## config.mk

```make
export PLATFORM = sky130hd
export DESIGN_NAME = motion_detect_stream
export DESIGN_NICKNAME = d
export VERILOG_FILES = /design/src/rtl/motion_detect_pkg.sv /design/src/rtl/motion_detect_stream_gray.sv /design/src/rtl/motion_detect_stream.sv
export SDC_FILE = /design/constraint.sdc
export NUM_CORES = 1
export LEC_CHECK = 0
export ABC_AREA = 0
export CAP_MARGIN = 20
export CORE_MARGIN = 3
export CORE_UTILIZATION = 55
export CTS_BUF_LIST = sky130_fd_sc_hd__clkbuf_2
export DETAILED_ROUTE_END_ITERATION = 8
export PLACE_DENSITY_LB_ADDON = 0.1
export SYNTH_ARGS = -nofsm -noshare
export SYNTH_HDL_FRONTEND = slang
export SYNTH_SLANG_ARGS = --single-unit
```

## constraint.sdc

```tcl
create_clock -name clock -period 5.8 [get_ports clock]
set_clock_uncertainty 0.15 [all_clocks]
set_input_delay 1.16 -clock clock [delete_from_list [all_inputs] [get_ports clock]]
set_output_delay 1.16 -clock clock [all_outputs]
set_load 0.02 [all_outputs]
```

## src/rtl/motion_detect_pkg.sv

```systemverilog
`default_nettype none
// ============================================================================
// Module      : motion_detect_pkg
// Description : Shared widths, pixel type and output-mode encoding for the
//               streaming motion detector.
// Revision    : 1.0 - initial release
// ============================================================================
package motion_detect_pkg;

  localparam int CH_W_DEF   = 8;
  localparam int NUM_CH_DEF = 3;
  localparam int PIX_W_DEF  = CH_W_DEF * NUM_CH_DEF;

  typedef logic [PIX_W_DEF-1:0] pixel_t;

  typedef enum logic [1:0] {
    HIGHLIGHT = 2'd0,
    MASK      = 2'd1,
    PASS      = 2'd2,
    DIFF      = 2'd3
  } mode_e;

endpackage
`default_nettype wire

```

## src/rtl/motion_detect_stream_gray.sv

```systemverilog
`default_nettype none
// ============================================================================
// Module      : motion_gray
// Description : Combinational grayscale: truncating average of all channels.
// Revision    : 1.0 - initial release
// ============================================================================
module motion_gray
  import motion_detect_pkg::*;
#(
  parameter int CH_W   = CH_W_DEF,
  parameter int NUM_CH = NUM_CH_DEF
) (
  input  logic [CH_W*NUM_CH-1:0] pix,
  output logic [CH_W-1:0]        gray
);

  // Wide enough that NUM_CH full-scale channels cannot overflow the sum
  localparam int SUM_W = CH_W + $clog2(NUM_CH + 1);

  logic [SUM_W-1:0] w_sum;
  logic [SUM_W-1:0] w_avg;

  always_comb begin
    w_sum = '0;
    for (int i = 0; i < NUM_CH; i++) begin
      w_sum = w_sum + SUM_W'(pix[i*CH_W +: CH_W]);
    end
  end

  assign w_avg = w_sum / SUM_W'(NUM_CH);
  assign gray  = w_avg[CH_W-1:0];

endmodule
`default_nettype wire

```

## src/rtl/motion_detect_stream.sv

```systemverilog
`default_nettype none
// ============================================================================
// Module      : motion_detect_stream
// Description : 3-stage streaming motion detector between three input FIFOs
//               and one output FIFO, with per-frame motion count.
// Revision    : 1.0 - initial release
// ============================================================================
module motion_detect_stream
  import motion_detect_pkg::*;
#(
  parameter int CH_W       = CH_W_DEF,
  parameter int NUM_CH     = NUM_CH_DEF,
  parameter int IMG_WIDTH  = 768,
  parameter int IMG_HEIGHT = 576,
  parameter int CNT_W      = 20
) (
  input  logic                   clock,
  input  logic                   reset,
  input  logic [CH_W*NUM_CH-1:0] frame_dout,
  input  logic                   frame_empty,
  output logic                   frame_rd_en,
  input  logic [CH_W*NUM_CH-1:0] hold_dout,
  input  logic                   hold_empty,
  output logic                   hold_rd_en,
  input  logic [CH_W*NUM_CH-1:0] base_dout,
  input  logic                   base_empty,
  output logic                   base_rd_en,
  output logic [CH_W*NUM_CH-1:0] out_din,
  input  logic                   out_full,
  output logic                   out_wr_en,
  input  logic [CH_W-1:0]        threshold,
  input  logic [1:0]             mode,
  input  logic [CH_W*NUM_CH-1:0] hl_color,
  output logic [CNT_W-1:0]       motion_count,
  output logic                   frame_done
);

  localparam int PIX_W = CH_W * NUM_CH;
  localparam int X_W   = (IMG_WIDTH  > 1) ? $clog2(IMG_WIDTH)  : 1;
  localparam int Y_W   = (IMG_HEIGHT > 1) ? $clog2(IMG_HEIGHT) : 1;
  localparam logic [X_W-1:0] C_X_LAST = X_W'(IMG_WIDTH - 1);
  localparam logic [Y_W-1:0] C_Y_LAST = Y_W'(IMG_HEIGHT - 1);

  logic             w_advance, w_pop, w_push, w_in_first, w_out_last;
  logic [CH_W-1:0]  w_gray_f, w_gray_b, w_diff, w_cfg_thr;
  logic [PIX_W-1:0] w_cfg_hl, w_result;
  mode_e            w_cfg_mode;

  logic [X_W-1:0]   r_in_x, r_out_x;
  logic [Y_W-1:0]   r_in_y, r_out_y;
  logic [CH_W-1:0]  r_thr_lat;
  mode_e            r_mode_lat;
  logic [PIX_W-1:0] r_hl_lat;

  logic             r_s1_valid, r_s2_valid, r_s3_valid;
  logic [CH_W-1:0]  r_s1_gf, r_s1_gb, r_s1_thr, r_s2_diff;
  logic [PIX_W-1:0] r_s1_hold, r_s1_hl, r_s2_hold, r_s2_hl, r_s3_pix;
  mode_e            r_s1_mode, r_s2_mode;
  logic             r_s2_motion, r_s3_motion;
  logic [CNT_W-1:0] r_run, r_motion_count;

  // Pop is gated by reset so the FIFOs are left untouched while it is held
  assign w_advance   = !r_s3_valid || !out_full;
  assign w_pop       = reset && w_advance && !frame_empty && !hold_empty && !base_empty;
  assign frame_rd_en = w_pop;
  assign hold_rd_en  = w_pop;
  assign base_rd_en  = w_pop;
  assign w_push      = r_s3_valid && !out_full;
  assign out_wr_en   = w_push;
  assign out_din     = r_s3_pix;

  assign w_in_first  = (r_in_x == '0) && (r_in_y == '0);
  assign w_out_last  = (r_out_x == C_X_LAST) && (r_out_y == C_Y_LAST);
  assign frame_done  = w_push && w_out_last;
  assign motion_count = r_motion_count;

  // Pixel (0,0) takes the live config; the latch keeps it for the frame rest
  assign w_cfg_thr  = w_in_first ? threshold      : r_thr_lat;
  assign w_cfg_mode = w_in_first ? mode_e'(mode)  : r_mode_lat;
  assign w_cfg_hl   = w_in_first ? hl_color       : r_hl_lat;

  motion_gray #(.CH_W(CH_W), .NUM_CH(NUM_CH)) u_gray_frame (
    .pix  (frame_dout),
    .gray (w_gray_f)
  );

  motion_gray #(.CH_W(CH_W), .NUM_CH(NUM_CH)) u_gray_base (
    .pix  (base_dout),
    .gray (w_gray_b)
  );

  assign w_diff = (r_s1_gf >= r_s1_gb) ? (r_s1_gf - r_s1_gb) : (r_s1_gb - r_s1_gf);

  always_comb begin
    w_result = r_s2_hold;
    case (r_s2_mode)
      HIGHLIGHT: w_result = r_s2_motion ? r_s2_hl : r_s2_hold;
      MASK:      w_result = r_s2_motion ? {PIX_W{1'b1}} : '0;
      PASS:      w_result = r_s2_hold;
      DIFF:      w_result = {NUM_CH{r_s2_diff}};
      default:   w_result = r_s2_hold;
    endcase
  end

  always_ff @(posedge clock or negedge reset) begin
    if (!reset) begin
      r_in_x     <= '0;
      r_in_y     <= '0;
      r_thr_lat  <= '0;
      r_mode_lat <= HIGHLIGHT;
      r_hl_lat   <= '0;
    end else if (w_pop) begin
      if (w_in_first) begin
        r_thr_lat  <= threshold;
        r_mode_lat <= mode_e'(mode);
        r_hl_lat   <= hl_color;
      end
      if (r_in_x == C_X_LAST) begin
        r_in_x <= '0;
        r_in_y <= (r_in_y == C_Y_LAST) ? '0 : r_in_y + 1'b1;
      end else begin
        r_in_x <= r_in_x + 1'b1;
      end
    end
  end

  // Config travels alongside each pixel so a frame boundary inside the
  // pipeline never mixes settings of two frames
  always_ff @(posedge clock or negedge reset) begin
    if (!reset) begin
      r_s1_valid  <= 1'b0;
      r_s1_gf     <= '0;
      r_s1_gb     <= '0;
      r_s1_hold   <= '0;
      r_s1_thr    <= '0;
      r_s1_mode   <= HIGHLIGHT;
      r_s1_hl     <= '0;
      r_s2_valid  <= 1'b0;
      r_s2_diff   <= '0;
      r_s2_motion <= 1'b0;
      r_s2_hold   <= '0;
      r_s2_mode   <= HIGHLIGHT;
      r_s2_hl     <= '0;
      r_s3_valid  <= 1'b0;
      r_s3_pix    <= '0;
      r_s3_motion <= 1'b0;
    end else if (w_advance) begin
      r_s1_valid  <= w_pop;
      r_s1_gf     <= w_gray_f;
      r_s1_gb     <= w_gray_b;
      r_s1_hold   <= hold_dout;
      r_s1_thr    <= w_cfg_thr;
      r_s1_mode   <= w_cfg_mode;
      r_s1_hl     <= w_cfg_hl;
      r_s2_valid  <= r_s1_valid;
      r_s2_diff   <= w_diff;
      r_s2_motion <= (w_diff > r_s1_thr);
      r_s2_hold   <= r_s1_hold;
      r_s2_mode   <= r_s1_mode;
      r_s2_hl     <= r_s1_hl;
      r_s3_valid  <= r_s2_valid;
      r_s3_pix    <= w_result;
      r_s3_motion <= r_s2_motion;
    end
  end

  always_ff @(posedge clock or negedge reset) begin
    if (!reset) begin
      r_out_x        <= '0;
      r_out_y        <= '0;
      r_run          <= '0;
      r_motion_count <= '0;
    end else if (w_push) begin
      if (r_out_x == C_X_LAST) begin
        r_out_x <= '0;
        r_out_y <= (r_out_y == C_Y_LAST) ? '0 : r_out_y + 1'b1;
      end else begin
        r_out_x <= r_out_x + 1'b1;
      end
      if (w_out_last) begin
        r_motion_count <= r_run + CNT_W'(r_s3_motion);
        r_run          <= '0;
      end else begin
        r_run <= r_run + CNT_W'(r_s3_motion);
      end
    end
  end

endmodule
`default_nettype wire
```

==> flow_metrics.env, run 1 <==
export IMPL_antenna_left=0
export IMPL_final_cell_count_no_fill=2474
export IMPL_dp_hpwl_um=26530
export IMPL_switching_share=0.3928
export IMPL_p_switching_mw=2.876
export IMPL_maxSlewHeadroom=0.3363
export IMPL_grt_pass1_vias=13050
export IMPL_die_area_um2=30380
export IMPL_finalPower_mw=7.323
export IMPL_initial_core_util=0.5685
export IMPL_hold_class="register to register"
export IMPL_nets=2242
export IMPL_max_stage_delay_ps=510
export IMPL_path_class="primary input to register"
export IMPL_finalCriticalPeriod_ps=5695
export IMPL_synth_top_area_frac=0.4417
export IMPL_cp_slowest_cell="or4_1"
export IMPL_netlist_instances=1758
export IMPL_viasPerCell=5.524
export IMPL_crit_path_end="r_s1_gb[0]$_DFFE_PN0N_"
export IMPL_pwr_share_comb=0.511
export IMPL_path_common_cell="ha_1"
export IMPL_arrival_ps=6200
export IMPL_pwr_share_seq=0.313
export IMPL_antenna_found_initial=1
export IMPL_p_leak_nw=9.068
export IMPL_synth_top_area_cell="dfrtp_1"
export IMPL_timing_final_max_slew_violations=0
export IMPL_synth_edf_count=0
export IMPL_drc=0
export IMPL_cts_sinks=275
export IMPL_dp_cells=2349
export IMPL_ys_seq_area_frac=0.4417
export IMPL_drv_cap=0
export IMPL_post_drt_wl_per_cell_um=15.19
export IMPL_p_int_mw=4.446
export IMPL_critPathBufInv=3
export IMPL_path_max_fanout=5
export IMPL_coreArea_um2=27400
export IMPL_status="completed"
export IMPL_startpoint="base_dout[1]"
export IMPL_grt_max_degree=155
export IMPL_max_freq_ghz=0.1756
export IMPL_hold_depth=2
export IMPL_gp_congestion=0.8514
export IMPL_yosysWarnings=0
export IMPL_cts_root_buf="clkbuf_2"
export IMPL_r2r_start="r_s1_gf[0]$_DFFE_PN0N_"
export IMPL_yosys_top_cells_area="dfrtp_1 (44%), nand2_1 (10%), ha_1 (5.4%)"
export IMPL_cp_start_kind="primary input"
export IMPL_drive_gt1_frac=0.1652
export IMPL_tightest_slew_ps=991.9
export IMPL_cts_buffers=72
export IMPL_multi_input_area_um2=8319
export IMPL_io_pins=161
export IMPL_syn_avg_cell_area_um2=8.862
export IMPL_async_reset_ff_frac=1.000
export IMPL_clockBufferDepth=3
export IMPL_port_buffers=160
export IMPL_final_setup_tns_ps=0
export IMPL_syn_to_final_growth_pct=23.52
export IMPL_grt_overflow_total=0
export IMPL_mostFrequentLayoutCells="nand2_1 (413), dfrtp_1 (275), o21ai_0 (165), clkdlybuf4s50_1 (157), buf_4 (147)"
export IMPL_seq_area_um2=6882
export IMPL_rr_endpoint="r_s2_motion$_DFFE_PN0N_"
export IMPL_num_vias=13670
export IMPL_firstDrtPassIters=8
export IMPL_synthFlopType="dfrtp_1"
export IMPL_p_per_area_nw_per_um2=380.5
export IMPL_mostFrequentLayoutCell="nand2_1"
export IMPL_hold_viol_final=0
export IMPL_die_h_um=174.3
export IMPL_syn_nets=1943
export IMPL_fin_crit_sh=0.9819
export IMPL_final_util=0.7023
export IMPL_cts_tree="yes"
export IMPL_setup_viol=0
export IMPL_ff2ff_setup_slack_ps=1390
export IMPL_yosys_cell_types_count=77
export IMPL_nFillCells=2222
export IMPL_cp_required_ps=6310
export IMPL_fp_row_count=60
export IMPL_crit_family="compound AO/OA/AOI/OAI gates"
export IMPL_grt_pass1_wl_um=61710
export IMPL_die_width_um=174.3
export IMPL_crit_cells=23
export IMPL_clkPwrFrac=0.176
export IMPL_worstSkewPairLatency_ps=870
export IMPL_grt_usage=0.2394
export IMPL_drtIter0Drc=1043
export IMPL_r2r_cells=20
export IMPL_cts_max_level=3
export IMPL_endpoint_kind="register"
export IMPL_cp_cell_sequence="clkdlybuf4s50_1, ha_1, a21o_1, a21oi_1, o21bai_1, a21oi_2, buf_4, xnor2_1, ha_1, nand3_1, o211ai_1, or2_2, xnor2_1, buf_4, xnor3_1, nand3_1, o211a_1, o22a_1, a32oi_1, or2_4, ha_1, or4_1, o221a_1"
export IMPL_drt_total_wl_um=37570
export IMPL_path_clk_slew_ps=90
export IMPL_synth_seq_cells=275
export IMPL_syn_area_um2=15580
export IMPL_irDropWorstVdd_mv=0.2256
==> Yosys cell counts (4+ instances only) <==
library cell,n
nand2_1,414
dfrtp_1,275
o21ai_0,165
nor2_1,123
clkbuf_1,72
ha_1,67
a21oi_1,59
inv_1,58
xnor2_1,56
mux2i_1,47
mux2_2,40
nand3_1,37
nor2b_1,29
and3_1,27
a41oi_1,26
xor2_1,23
nor3_1,19
nand4_1,18
a21o_1,16
a31oi_1,12
and2_1,12
nand2b_1,9
o31ai_1,9
or3_1,9
a211oi_1,8
fa_1,6
o21bai_1,6
o221ai_1,6
a221oi_1,5
a22oi_1,5
a32o_1,5
buf_1,5
o211ai_1,5
o22ai_1,5
nand3b_1,4
nor4b_1,4
o2111ai_1,4
o21ai_1,4
or2_2,4
==> how the worst min path moves through the flow <==
stage / from / to / slack (ps)
floorplan: r_s2_valid$_DFFE_PN0N_ / r_s2_valid$_DFFE_PN0N_ / 280
global placement: r_s2_hl[2]$_DFFE_PN0N_ / r_s2_hl[2]$_DFFE_PN0N_ / 300
detailed placement: r_s2_hl[9]$_DFFE_PN0N_ / r_s2_hl[9]$_DFFE_PN0N_ / 300
CTS: r_s1_hold[5]$_DFFE_PN0N_ / r_s2_hold[5]$_DFFE_PN0N_ / 270
global route: r_s1_hold[5]$_DFFE_PN0N_ / r_s2_hold[5]$_DFFE_PN0N_ / 260
finish: r_s1_hold[0]$_DFFE_PN0N_ / r_s2_hold[0]$_DFFE_PN0N_ / 280
==> metal layers <==
metal | part of all wire | global-route usage | vias to the layer above
met2 | 0.46 | 0.3745 | 377
met1 | 0.48 | 0.3423 | 6532
li1 | - | - | 6708
met5 | 0 | 0 | -
met3 | 0.050 | 0.04609 | 49
met4 | 0.016 | 0.06736 | 0
==> final cells by class <==
cell class / count / share of cell area
repair buffers: 309 / 0.1427
clock inverters: 14 / 0.004551
multi-input cells: 1340 / 0.4323
inverters: 59 / 0.01151
diodes: 1 / 0.0001300
flip-flops and latches: 275 / 0.3576
well taps: 372 / 0.02419
clock buffers: 104 / 0.02705
==> sequential cells by signal, indices dropped and copies added (netlist names), 10 cells and up <==
register,flops
motion_count,20
out_din,24
r_hl_lat,24
r_in_x,10
r_in_y,10
r_out_x,10
r_out_y,10
r_run,20
r_s1_hl,24
r_s1_hold,24
r_s2_hl,24
r_s2_hold,24
==> kinds of logic after synthesis <==
group	share of synthesized area
simple gates	0.2047
compound gates	0.1505
flops	0.4417
buf+inv	0.03590
mux	0.05911
xor+xnor	0.04586
fa+ha+maj	0.06216
==> metrics by stage <==
stage               hold WS (ps)  setup slack, ps  area [um2]
global route               256.4           -74.50       19240
floorplan                  280.0           -85.93       15630
global placement           297.2           -667.3       18470
detailed placement         300.8           -812.7       18470
finish                     278.7            104.8       19240
CTS                        273.8            25.88       19090
==> power by group through the flow <==
stage | Sequential, mW | Combinational (mW) | Clock (mW)
4_1_cts | 2.29 | 3.64 | 1.34
5_1_grt | 2.32 | 4.17 | 1.43
3_5_place_dp | 2.32 | 3.62 | 0
2_1_floorplan | 2.33 | 2.31 | 0
3_3_place_gp | 2.32 | 3.53 | 0
6_report | 2.29 | 3.74 | 1.29
==> tightest hold or removal path: cells and delay by family, from the launching register on <==
family / cells / cell delay, ps
flops: 1 / 350
simple gates: 2 / 120
==> repair_timing <==
| item | in CTS | in global routing |
|---|---|---|
| buffers inserted | 0 | 5 |
| hold endpoints to repair | 23 | 0 |
| hold buffers | 1 | 0 |
| setup endpoints to repair | 0 | 2 |
| gates resized for setup | 0 | 22 |
No activity file was read; power rests on OpenSTA's default activity.
==> run 2, diff against run 1 <==
DONT_BUFFER_PORTS = 1   (was not set)
clock period = 5.1 ns   (was 5.8 ns; I/O delays follow)
==> flow_metrics.env, run 2 (same netlist as run 1, synthesis figures left out) <==
export IMPL_status="finished, violations left"
export IMPL_violations="negative hold slack"
export IMPL_num_vias=12920
export IMPL_cts_max_level=3
export IMPL_dp_hpwl_um=26180
export IMPL_mostFrequentLayoutCell="nand2_1"
export IMPL_grt_pass1_vias=12800
export IMPL_worstSkewPairLatency_ps=810
export IMPL_clockBufferDepth=3
export IMPL_timing_final_max_slew_violations=0
export IMPL_grt_overflow_total=0
export IMPL_irDropWorstVdd_mv=0.3350
export IMPL_dp_cells=2199
export IMPL_antenna_left=0
export IMPL_crit_cells=23
export IMPL_p_per_area_nw_per_um2=468.6
export IMPL_drtIter0Drc=959
export IMPL_setup_viol=0
export IMPL_drv_cap=0
export IMPL_max_freq_ghz=0.1999
export IMPL_path_clk_slew_ps=90
export IMPL_path_class="primary input to register"
export IMPL_cp_required_ps=5620
export IMPL_cts_sinks=275
export IMPL_max_stage_delay_ps=470
export IMPL_rsz0062_at_grt="true"
export IMPL_grt_max_degree=277
export IMPL_cts_tree="yes"
export IMPL_r2r_cells=20
export IMPL_maxSlewHeadroom=0.3412
export IMPL_critPathBufInv=2
export IMPL_fp_row_count=60
export IMPL_initial_core_util=0.5685
export IMPL_die_width_um=174.3
export IMPL_post_drt_wl_per_cell_um=15.98
export IMPL_firstDrtPassIters=5
export IMPL_cp_start_kind="primary input"
export IMPL_dpl_instance_area_um2=17020
export IMPL_cts_root_buf="clkbuf_2"
export IMPL_whs_ps=-207.5
export IMPL_endpoint_kind="register"
export IMPL_mostFrequentLayoutCells="nand2_1 (412), dfrtp_1 (275), o21ai_0 (163), buf_4 (157), nor2_1 (120)"
export IMPL_grt_usage=0.2435
export IMPL_dpl_worst_slack_ps=-829.0
export IMPL_final_util=0.6539
export IMPL_syn_to_final_growth_pct=15.02
export IMPL_viasPerCell=5.550
export IMPL_p_leak_nw=8.552
export IMPL_grt_pass1_wl_um=62140
export IMPL_coreArea_um2=27400
export IMPL_port_buffers=0
export IMPL_hold_viol_final=275
export IMPL_cp_slowest_cell="or4_1"
export IMPL_final_setup_tns_ps=0
export IMPL_fin_crit_sh=0.9809
export IMPL_path_max_fanout=5
export IMPL_finalPower_mw=8.397
export IMPL_antenna_found_initial=2
export IMPL_design_area_um2=17920
export IMPL_tightest_slew_ps=984.6
export IMPL_die_area_um2=30380
export IMPL_final_cell_count_no_fill=2328
export IMPL_nets=2092
export IMPL_cp_cell_sequence="ha_4, inv_2, fa_2, nor2b_2, o2111ai_2, nand4b_1, xor2_2, ha_1, or2_1, and2_4, o32a_1, a221o_1, o2111ai_4, o22ai_2, o21ai_2, nand3_1, a32oi_1, or2_4, ha_4, inv_2, o2111a_1, or4_1, o221a_1"
export IMPL_worst_slack_ps=97.37
export IMPL_io_pins=161
export IMPL_finalCriticalPeriod_ps=5003
export IMPL_drive_gt1_frac=0.1970
export IMPL_nFillCells=2370
export IMPL_drt_total_wl_um=37210
export IMPL_gp_congestion=0.8418
export IMPL_drc=0
export IMPL_hold_class="primary input to asynchronous set/reset pin"
export IMPL_crit_family="compound AO/OA/AOI/OAI gates"
export IMPL_arrival_ps=5520
export IMPL_cts_buffers=71
export IMPL_die_h_um=174.3
[run 2: power by group]
group          switching (mW)  internal, mW  leakage (nW)  total (mW)
registers               0.270          2.43          3.62        2.70
logic                    2.15          2.04          4.44        4.19
clock network           0.871         0.639         0.490        1.51
[run 2: area by class of cell]
cell class | instances | area [um2] | area share
multi-input combinational | 1340 | 8483 | 0.4734
sequential | 275 | 6882 | 0.3841
timing repair buffer | 160 | 1225 | 0.06836
clock buffer | 104 | 520.5 | 0.02905
tap | 372 | 465.4 | 0.02598
inverter | 59 | 222.7 | 0.01243
clock inverter | 16 | 115.1 | 0.006424
antenna | 2 | 5.005 | 0.0002793
[run 2: path summary, 6_finish.rpt]
| check | from | end | slack [ps] |
|---|---|---|---|
| setup / recovery | base_dout[0] | r_s1_gb[0]$_DFFE_PN0N_ | 100 |
| hold / removal | reset | motion_count[15]$_DFFE_PN0P_ | -210 |
| setup reg to reg | r_s1_gf[0]$_DFFE_PN0N_ | r_s2_motion$_DFFE_PN0N_ | 840 |
| hold reg to reg | r_s1_hold[14]$_DFFE_PN0N_ | r_s2_hold[14]$_DFFE_PN0N_ | 300 |
| max in group asynchronous | reset | r_s1_gf[4]$_DFFE_PN0N_ | 4350 |
| min in group clock | hold_dout[9] | r_s1_hold[9]$_DFFE_PN0N_ | 180 |
[run 2: metal layers]
| metal | GRT usage | up-vias | part of all wire |
|---|---|---|---|
| met5 | 0 | - | 0 |
| met1 | 0.3461 | 6102 | 0.47 |
| met3 | 0.05636 | 54 | 0.060 |
| met4 | 0.06971 | 0 | 0.019 |
| li1 | - | 6440 | - |
| met2 | 0.3753 | 325 | 0.45 |
[run 2: what timing repair did]
| item | in CTS | in global routing |
|---|---|---|
| resized for setup | 0 | 41 |
| hold endpoints to repair | 275 | 275 |
| endpoints found under the setup margin | 0 | 4 |
| buffers inserted | 0 | 6 |
